## config.mk

```make
export PLATFORM = sky130hd
export DESIGN_NAME = id_hazard_ctrl
export DESIGN_NICKNAME = d
export VERILOG_FILES = /design/src/rtl/id_hazard_ctrl_pkg.sv /design/src/rtl/sat_counter.sv /design/src/rtl/id_hazard_ctrl.sv
export SDC_FILE = /design/constraint.sdc
export NUM_CORES = 1
export LEC_CHECK = 0
export ABC_AREA = 1
export BUFFER_PORTS_ARGS = -buffer_cell sky130_fd_sc_hd__clkbuf_2
export CORE_ASPECT_RATIO = 0.6
export CORE_MARGIN = 2
export CORE_UTILIZATION = 51
export DETAILED_ROUTE_END_ITERATION = 7
export GPL_TIMING_DRIVEN = 0
export PLACE_DENSITY = 0.85
export SLEW_MARGIN = 5
export SYNTH_ARGS = -nofsm -noshare
export SYNTH_HDL_FRONTEND = slang
export SYNTH_SLANG_ARGS = --single-unit
export TNS_END_PERCENT = 1
```

## constraint.sdc

```tcl
create_clock -name i_clk -period 1.76 [get_ports i_clk]
set_input_delay 0.088 -clock i_clk [delete_from_list [all_inputs] [get_ports i_clk]]
set_output_delay 0.088 -clock i_clk [all_outputs]
set_load 0.005 [all_outputs]
```

## src/rtl/id_hazard_ctrl_pkg.sv

```systemverilog
// Shared types, constants and helpers for the ID-stage hazard controller.
package id_hazard_ctrl_pkg;

  typedef enum logic {
    RUN  = 1'b0,
    WAIT = 1'b1
  } state_t;

  localparam logic [4:0] REG_ZERO     = 5'd0;
  localparam int         CNT_W_DEF    = 32;
  localparam int         MAX_WAIT_DEF = 16;
  localparam int         WAIT_W_DEF   = 5;

  // True when a producer register feeds an operand the ID instruction actually
  // reads; $0 is hardwired to zero, so it never creates a dependence.
  function automatic logic reg_match(
    input logic [4:0] r,
    input logic [4:0] rs,
    input logic [4:0] rt,
    input logic       use_rs,
    input logic       use_rt
  );
    return (r != REG_ZERO) && (((r == rs) && use_rs) || ((r == rt) && use_rt));
  endfunction

endpackage

```

## src/rtl/sat_counter.sv

```systemverilog
// Up-counter that sticks at all-ones instead of wrapping.
module sat_counter #(
  parameter int W = 32
) (
  input  logic         i_clk,
  input  logic         i_rst_n,
  input  logic         i_inc,
  output logic [W-1:0] o_cnt
);

  // Count one event per enabled cycle, holding once the maximum is reached.
  always_ff @(posedge i_clk or negedge i_rst_n) begin
    if (!i_rst_n) begin
      o_cnt <= '0;
    end else if (i_inc && (o_cnt != '1)) begin
      o_cnt <= o_cnt + W'(1);
    end
  end

endmodule

```

## src/rtl/id_hazard_ctrl.sv

```systemverilog
// Stall/flush/freeze decision logic for the ID stage of the 5-stage MIPS core,
// with a memory-wait FSM, sticky timeout flag and performance counters.
module id_hazard_ctrl
  import id_hazard_ctrl_pkg::*;
#(
  parameter int CNT_W    = CNT_W_DEF,
  parameter int MAX_WAIT = MAX_WAIT_DEF,
  parameter int WAIT_W   = WAIT_W_DEF
) (
  input  logic             i_clk,
  input  logic             i_rst_n,
  input  logic [4:0]       i_IF_ID_Rs,
  input  logic [4:0]       i_IF_ID_Rt,
  input  logic             i_ID_use_rs,
  input  logic             i_ID_use_rt,
  input  logic             i_ID_branch,
  input  logic             i_ID_taken,
  input  logic [4:0]       i_ID_EX_Rd,
  input  logic             i_ID_EX_reg_write,
  input  logic             i_ID_EX_mem_read,
  input  logic [4:0]       i_EX_MEM_Rd,
  input  logic             i_EX_MEM_mem_read,
  input  logic             i_EX_MEM_mem_req,
  input  logic             i_dmem_ready,
  output logic             o_PC_write,
  output logic             o_IF_ID_write,
  output logic             o_IF_ID_flush,
  output logic             o_ID_EX_bubble,
  output logic             o_pipe_freeze,
  output logic             o_mem_timeout,
  output logic [CNT_W-1:0] o_stall_cnt,
  output logic [CNT_W-1:0] o_flush_cnt
);

  state_t            state;
  logic [WAIT_W-1:0] wait_cnt;
  logic              ex_match;
  logic              mem_match;
  logic              load_use;
  logic              branch_on_alu;
  logic              branch_on_load;
  logic              stall;
  logic              freeze;
  logic              stall_inc;

  assign ex_match  = reg_match(i_ID_EX_Rd, i_IF_ID_Rs, i_IF_ID_Rt, i_ID_use_rs, i_ID_use_rt);
  assign mem_match = reg_match(i_EX_MEM_Rd, i_IF_ID_Rs, i_IF_ID_Rt, i_ID_use_rs, i_ID_use_rt);

  // A branch compares in ID, so it must also wait for ALU results in EX and
  // for load data still in MEM; ordinary instructions only wait on a load in EX.
  assign load_use       = i_ID_EX_mem_read && ex_match;
  assign branch_on_alu  = i_ID_branch && i_ID_EX_reg_write && ex_match;
  assign branch_on_load = i_ID_branch && i_EX_MEM_mem_read && mem_match;
  assign stall          = load_use || branch_on_alu || branch_on_load;
  assign freeze         = i_EX_MEM_mem_req && !i_dmem_ready;
  assign stall_inc      = stall && !freeze;

  // Prioritised pipeline controls: reset, memory freeze, data stall, taken flush.
  always_comb begin
    o_PC_write     = 1'b1;
    o_IF_ID_write  = 1'b1;
    o_IF_ID_flush  = 1'b0;
    o_ID_EX_bubble = 1'b0;
    o_pipe_freeze  = 1'b0;
    if (!i_rst_n) begin
      o_PC_write     = 1'b0;
      o_IF_ID_write  = 1'b0;
      o_ID_EX_bubble = 1'b1;
    end else if (freeze) begin
      o_PC_write    = 1'b0;
      o_IF_ID_write = 1'b0;
      o_pipe_freeze = 1'b1;
    end else if (stall) begin
      o_PC_write     = 1'b0;
      o_IF_ID_write  = 1'b0;
      o_ID_EX_bubble = 1'b1;
    end else if (i_ID_taken) begin
      o_IF_ID_flush = 1'b1;
    end
  end

  // Memory-wait FSM: tracks freeze episodes and raises a sticky timeout once
  // the freeze has lasted MAX_WAIT consecutive cycles.
  always_ff @(posedge i_clk or negedge i_rst_n) begin
    if (!i_rst_n) begin
      state         <= RUN;
      wait_cnt      <= '0;
      o_mem_timeout <= 1'b0;
    end else begin
      case (state)
        RUN:     if (freeze)  state <= WAIT;
        WAIT:    if (!freeze) state <= RUN;
        default: state <= RUN;
      endcase
      if (freeze) begin
        if (wait_cnt == WAIT_W'(MAX_WAIT - 1)) o_mem_timeout <= 1'b1;
        if (wait_cnt != WAIT_W'(MAX_WAIT))     wait_cnt <= wait_cnt + WAIT_W'(1);
      end else begin
        wait_cnt <= '0;
      end
    end
  end

  sat_counter #(.W(CNT_W)) u_stall_cnt (
    .i_clk   (i_clk),
    .i_rst_n (i_rst_n),
    .i_inc   (stall_inc),
    .o_cnt   (o_stall_cnt)
  );

  sat_counter #(.W(CNT_W)) u_flush_cnt (
    .i_clk   (i_clk),
    .i_rst_n (i_rst_n),
    .i_inc   (o_IF_ID_flush),
    .o_cnt   (o_flush_cnt)
  );

endmodule
```

==> results of run 1 <==
## power by group through the flow
stage / clock (uW) / sequential (uW) / combinational [uW]
5_1_grt: 1910 / 1830 / 938
6_report: 1840 / 1820 / 864
3_5_place_dp: 0 / 1860 / 574
3_3_place_gp: 0 / 1850 / 550
4_1_cts: 1840 / 1820 / 806
2_1_floorplan: 0 / 1830 / 313
## per-stage QoR
| stage | worst slack [ns] | utilization [%] | TNS (ns) |
|---|---|---|---|
| after detailed placement | -0.5017 | 59.28 | -29.38 |
| after CTS | -0.06983 | 68.86 | -1.665 |
| after global routing | -0.1861 | 70.33 | -8.137 |
| after global placement | -1.084 | 58.97 | -48.85 |
| after floorplan | -0.005026 | - | -0.1039 |
| final | -0.08622 | 70.33 | -3.242 |
## critical path, cell delays in order (launching register included)
cell     delay [ns]
dfrtp_1        0.42
ha_4           0.18
nand3_4        0.09
nor2_4         0.11
nand4_1        0.12
nor3_2         0.19
nand3_4        0.20
nand2_8        0.19
buf_6          0.14
nand2_1        0.06
nand2_1        0.07
## path summary, 6_finish.rpt
check	startpoint	endpoint	cells past startpoint
worst max-delay path	u_stall_cnt.o_cnt[0]$_DFFE_PN0P_	u_stall_cnt.o_cnt[19]$_DFFE_PN0P_	10
worst min-delay path	i_dmem_ready	wait_cnt[2]$_DFFE_PN0P_	4
worst max register to register	u_stall_cnt.o_cnt[0]$_DFFE_PN0P_	u_stall_cnt.o_cnt[19]$_DFFE_PN0P_	10
worst min register to register	o_mem_timeout$_DFFE_PN0P_	o_mem_timeout$_DFFE_PN0P_	1
max in group asynchronous	i_rst_n	u_stall_cnt.o_cnt[9]$_DFFE_PN0P_	2
min in group asynchronous	i_rst_n	u_stall_cnt.o_cnt[31]$_DFFE_PN0P_	3
## cell usage after synthesis
master | number | area share, %
xor2_1 | 33 | 5.7
nand2_2 | 1 | 0.12
xnor2_1 | 8 | 1.4
nand2_1 | 327 | 24
a21oi_1 | 4 | 0.39
buf_4 | 7 | 1.0
nand3b_1 | 8 | 1.2
buf_2 | 8 | 0.79
a21o_1 | 1 | 0.15
inv_1 | 77 | 5.7
o22ai_1 | 1 | 0.12
nor2_2 | 2 | 0.25
nor2_4 | 1 | 0.22
buf_1 | 3 | 0.22
nand3_1 | 60 | 5.9
clkbuf_1 | 5 | 0.37
ha_1 | 5 | 1.2
nand4_2 | 1 | 0.25
dfrtp_1 | 70 | 34
nand4_1 | 45 | 5.5
nor3_2 | 1 | 0.20
nor3b_1 | 1 | 0.15
nor3_1 | 32 | 3.1
o21ai_0 | 4 | 0.39
nor2_1 | 81 | 6.0
nand3_2 | 4 | 0.79
or2_2 | 1 | 0.12
a21oi_2 | 1 | 0.17
## registers in the layout, summed over array words and instances (netlist names)
signal,flops
o_mem_timeout,1
u_stall_cnt.o_cnt,32
u_flush_cnt.o_cnt,32
wait_cnt,5
## per-layer routing
layer	vias up	track usage, %	wire length [um]	part of all wire, %
met5	-	0	0	0
met4	0	8.387	215	1.2
met3	28	11.42	2510	14
met2	378	44.82	6979	39
met1	2716	50.87	8222	46
li1	2822	-	-	-
## final cells by class
cell class | count | area, sq um | share of cell area [%]
Clock inverter | 6 | 62.56 | 0.9101
Sequential cell | 70 | 1783 | 25.94
Timing Repair Buffer | 137 | 908.4 | 13.21
Clock buffer | 10 | 229.0 | 3.331
Buffer | 23 | 205.2 | 2.985
Multi-Input combinational cell | 622 | 3228 | 46.96
Tap cell | 135 | 168.9 | 2.457
Inverter | 77 | 289.0 | 4.205
## cell families after synthesis
group	count (synthesis)	synth area share, %
AO/OA/AOI/OAI	11	1.230
XOR/XNOR	41	7.059
adder cells (fa/ha/maj)	5	1.230
buffers and inverters	100	8.092
flip-flops	70	34.43
AND/OR/NAND/NOR	565	47.96
## repair_timing
item / CTS / global route
buffers inserted: 19 / 5
pin swaps: 19 / 16
hold endpoints to repair: 18 / 0
gates cloned: 7 / 0
hold buffers: 6 / 0
endpoints found under the setup margin: 65 / 66
gates resized for setup: 96 / 30
==> flow_summary.yaml, run 1 <==
clocking:
  cts-root-buf: "clkbuf_16"
  clock-sinks: 70
  insertion_delay_ns: 0.34
  cts_tree: "yes"
  htree_levels: 3
  cts_made_buffers: 9
  clkSlewWorstSetupHoldPaths_ns: 0.06
  clockBufferDepth: 2
pwr:
  p_int_uw: 3182
  p_total_uw: 4526
  seqPwrFrac_pct: 40.3
  powerDensity_nw_per_um2: 658.4
  p_sw_share_pct: 29.69
  pwr-share-comb_pct: 19.1
  p_switching_uw: 1344
  power.leakage_uw: 0.003593
  ir_drop_mv: 0.5528
  power_frac_clock_pct: 40.6
sta:
  holdWs_ns: 0.1494
  fmax_mhz: 541.6
  min_period_ns: 1.846
  setup_ws_ns: -0.08622
  fin_skew_ns: 0.008162
  final_max_slew_viol_count: 0
  rsz0062_at_grt: "yes"
  post-route-period-util_pct: 104.9
  hold_violations: 0
  setup_viol: 63
  slew_headroom_pct: 46.13
  max_slew.worst_pin.slew_ns: 0.8054
drt:
  via_per_inst: 5.504
  first_pass_iters: 6
  drc: 0
  drt_iter0_drc: 695
  wl_mm: 17.93
  wl_per_cell_um: 16.60
  ant_nets: 0
  vias: 5944
place:
  portBuffers: 99
  hpwlAfterDp_mm: 12.39
  placedCellCount: 1027
  dpl-instance-area_sq_um: 5794
  gp_congestion: 1.046
status:
  violations: "negative setup slack"
  status: "complete, but fails checks"
critical_path:
  arrival_ns: 2.12
  reg2reg_slack_ns: -0.09
  worstPathRequired_ns: 2.03
  cp-start-kind: "flip-flop"
  worst-path-max-fanout: 8
  cp-end-kind: "flip-flop"
  critPathKind: "reg2reg"
synth:
  yosysSeqAreaShare_pct: 34.43
  netlist_instances: 792
  synth-warning-count: 0
  synth.distinct_cells: 28
  postSynthAreaPerCell_sq_um: 6.423
  synthesis.area_sq_um: 5087
  synth_fp_nets: 828
  synth_seq_cells: 70
final_layout:
  layout_commonest_cell: "nand2_1"
  nFillCells: 782
  area_delta_synth_final_pct: 35.12
  diodes: 0
  layout-drive-gt1-share_pct: 25.71
  stdcell_area_sq_um: 6874
  layout_common_cells: "nand2_1 (318), clkbuf_2 (98), inv_1 (74)"
  layout.cells.non_filler: 1080
  layout.nets: 976
job:
  cap_viol_max_count: 0
floorplan:
  rows: 28
  die_y_um: 81.37
  ios: 101
  dieArea_sq_um: 10820
  start_util_pct: 52.05
  coreArea_sq_um: 9774
  die_x_um: 132.9
global_routing:
  grt-ovfl-total: 0
  antenna_found_initial: 0
  grt_pass1_wl_mm: 27.82
  grt_usage_pct: 33.58
  grt_pass1_vias: 5297
  grt_max_degree: 39
worst_hold_path:
  hold_path.class: "in2reg"
(Power assumes the default switching activity.)
==> run 2, diff against run 1 <==
Settings changed: ABC_AREA 1 to default, CORE_UTILIZATION 51 to 48, PLACE_DENSITY 0.85 to 0.83.
==> run 2 against run 1 <==
  * The run still ends with negative setup slack left
  * Clock skew rose by 0.0039 ns
  * Synthesized cell count fell by 51%
  * Sequential share of layout area rose by 4.5 points
==> flow_summary.yaml, run 2 <==
status:
  violations: "negative setup slack"
  status: "complete, but fails checks"
clocking:
  clkSlewWorstSetupHoldPaths_ns: 0.06
  cts_made_buffers: 9
  cts_tree: "yes"
  htree_levels: 3
  clock-sinks: 70
  cts-root-buf: "clkbuf_16"
  insertion_delay_ns: 0.34
  clockBufferDepth: 2
final_layout:
  diodes: 0
  layout_commonest_cell: "clkbuf_2"
  stdcell_area_sq_um: 5804
  final_core_util_pct: 73.63
  area_delta_synth_final_pct: 48.69
  layout.nets: 592
  layout_common_cells: "clkbuf_2 (99), dfrtp_1 (56), xor2_1 (52)"
  layout-drive-gt1-share_pct: 45.00
  largestRegisters: "u_flush_cnt.o_cnt x32, u_stall_cnt.o_cnt x32, wait_cnt x5"
sta:
  max_slew.worst_pin.slew_ns: 0.6502
  final_max_slew_viol_count: 0
  slew_headroom_pct: 56.65
  setup_ws_ns: -0.3299
  min_period_ns: 2.090
  rsz0062_at_grt: "yes"
  holdWs_ns: 0.2785
  hold_violations: 0
  fin_skew_ns: 0.01210
  fmax_mhz: 478.5
  post-route-period-util_pct: 118.7
  setup_viol: 63
drt:
  vias: 4133
  wl_mm: 14.31
  drc: 0
  routed.top_layer: "met4"
  first_pass_iters: 5
  drt_iter0_drc: 562
  wl_met2_mm: 6.275
  ant_nets: 0
  wl_met3_mm: 1.430
  wl_met1_mm: 5.974
  wl_per_cell_um: 21.43
  via_per_inst: 6.187
pwr:
  p_sw_share_pct: 25.97
  pwr-share-comb_pct: 13.8
  powerDensity_nw_per_um2: 791.2
  p_int_uw: 3400
  power_frac_clock_pct: 45.5
  p_total_uw: 4593
  seqPwrFrac_pct: 40.7
  p_switching_uw: 1192
  ir_drop_mv: 0.6956
  power.leakage_uw: 0.002904
worst_hold_path:
  hp-start: "i_ID_taken"
  hold_path.class: "in2reg"
synth:
  netlist_instances: 388
  postSynthAreaPerCell_sq_um: 10.06
  synth.distinct_cells: 46
  yosys.area.top_type: "dfrtp_1"
  synth_common_cells: "dfrtp_1 (70), xor2_1 (52), nand3_1 (33), xnor2_1 (33), nor3_1 (30)"
  synth_seq_cells: 70
  synth_fp_nets: 424
  synth_ff_type: "dfrtp_1"
  yosysSeqAreaShare_pct: 44.87
  synthesis.area_sq_um: 3904
  synthTopCellsByArea: "dfrtp_1 (45%), xor2_1 (12%), xnor2_1 (7.4%), nand3_1 (4.2%), nand4_1 (4.2%)"
  synth-warning-count: 0
  synthMostInstantiatedCell: "dfrtp_1"
  synth_top_cell_area_share_pct: 44.87
  synth_edf_count: 0
  async_reset_ff_share_pct: 100.0
floorplan:
  die_x_um: 120.4
  dieArea_sq_um: 8894
  rows: 25
  die_y_um: 73.86
  start_util_pct: 49.52
  ios: 101
  coreArea_sq_um: 7883
critical_path:
  cp_cell_sequence: "buf_4 -> and4_2 -> nand3_2 -> nor3_2 -> nand4_1 -> nor3_1 -> xor2_1"
  worst-path-max-fanout: 4
  cp-end-kind: "flip-flop"
  arrival_ns: 2.33
  cp_slowest_cell: "dfrtp_1"
  critPathMaxStageDelay_ns: 0.38
  crit_family: "simple AND/OR/NAND/NOR gates"
  worstPathRequired_ns: 2.00
  critical_path_buf_inv_count: 1
  r2r-start: "u_flush_cnt.o_cnt[12]$_DFFE_PN0P_"
  cp-start-kind: "flip-flop"
  critPathKind: "reg2reg"
  critPathLaunch: "u_flush_cnt.o_cnt[12]$_DFFE_PN0P_"
place:
  gp_congestion: 0.9484
  portBuffers: 100
  dpl-instance-area_sq_um: 4588
  hpwlAfterDp_mm: 7.944
global_routing:
  grt_max_degree: 36
  grt-ovfl-total: 0
  grt_pass1_vias: 3727
  grt_usage_pct: 28.94
  grt_pass1_wl_mm: 19.55
  antenna_found_initial: 0
job:
  cap_viol_max_count: 0
run 2: changes by cell type after synthesis, sizes merged, moves of 19 or more:
cell / before / now
nor2: 84 / 15
xor2: 33 / 52
nor4: 0 / 25
xnor2: 8 / 33
nand3: 64 / 33
inv: 77 / 9
nand2: 328 / 24
run 2: final cells by class:
| class | instances | area (sq um) |
|---|---|---|
| Multi-Input combinational cell | 297 | 2369 |
| Fill cell | 515 | 2078 |
| Sequential cell | 70 | 1769 |
| Timing Repair Buffer | 158 | 1045 |
| Clock buffer | 9 | 225.2 |
| Tap cell | 108 | 135.1 |
| Buffer | 11 | 116.4 |
| Clock inverter | 6 | 111.4 |
| Inverter | 9 | 33.78 |
run 2: kinds of logic (layout without fill, tap and decap cells):
logic type               after synthesis  count (layout)  share of synthesized area, %
AND/OR/NAND/NOR                      190             190                         27.66
XOR/XNOR                              85              85                         19.07
flip-flops                            70              70                         44.87
multiplexers                           3               3                        0.8333
AO/OA/AOI/OAI                         14              14                         3.494
adder cells (fa/ha/maj)                5               5                         1.603
buffers and inverters                 21             193                         2.468
run 2: path summary, 6_finish.rpt:
check | cells after the start | endpoint | slack (ns)
max | 7 | u_flush_cnt.o_cnt[22]$_DFFE_PN0P_ | -0.33
min | 4 | u_flush_cnt.o_cnt[2]$_DFFE_PN0P_ | 0.28
max reg2reg | 7 | u_flush_cnt.o_cnt[22]$_DFFE_PN0P_ | -0.33
min reg2reg | 1 | u_stall_cnt.o_cnt[27]$_DFFE_PN0P_ | 0.49
max in group asynchronous | 5 | u_stall_cnt.o_cnt[24]$_DFFE_PN0P_ | 0.98
min in group asynchronous | 5 | u_stall_cnt.o_cnt[2]$_DFFE_PN0P_ | 0.54
run 2: power by group through the flow:
stage | Combinational, uW | Clock [uW] | Sequential [uW]
final | 635 | 2090 | 1870
after global routing | 690 | 2160 | 1880
after CTS | 574 | 2080 | 1850
after detailed placement | 494 | 0 | 1880
after global placement | 479 | 0 | 1870
after floorplan | 238 | 0 | 1860
run 2: tightest hold or removal path: stages:
cell and delay [ns]:
clkbuf_2 0.14, o31a_4 0.17, nand4_1 0.09, xnor2_1 0.07
run 2: per-layer routing:
metal / global-route usage (%) / vias to the layer above
li1: - / 1740
met1: 40.38 / 1991
met2: 44.01 / 327
met3: 7.065 / 75
met4: 10.72 / 0
met5: 0 / -
run 2: per-stage QoR:
step                      TNS (ns)  instances  setup slack [ns]
after floorplan             -7.906        388           -0.2558
after detailed placement    -32.13        597           -0.7426
after global placement      -47.84        596            -1.147
final                       -13.68        668           -0.3299
after CTS                   -8.378        647           -0.2347
after global routing        -16.73        668           -0.3806
run 2: timing repair:
item                       4_1_cts  5_1_grt
buffers inserted                29       20
hold endpoints to repair        63        0
pin swaps                       12       15
cloned                           1        1
setup endpoints to repair       69       67
gates resized for setup         62       29
hold buffers                     6        0
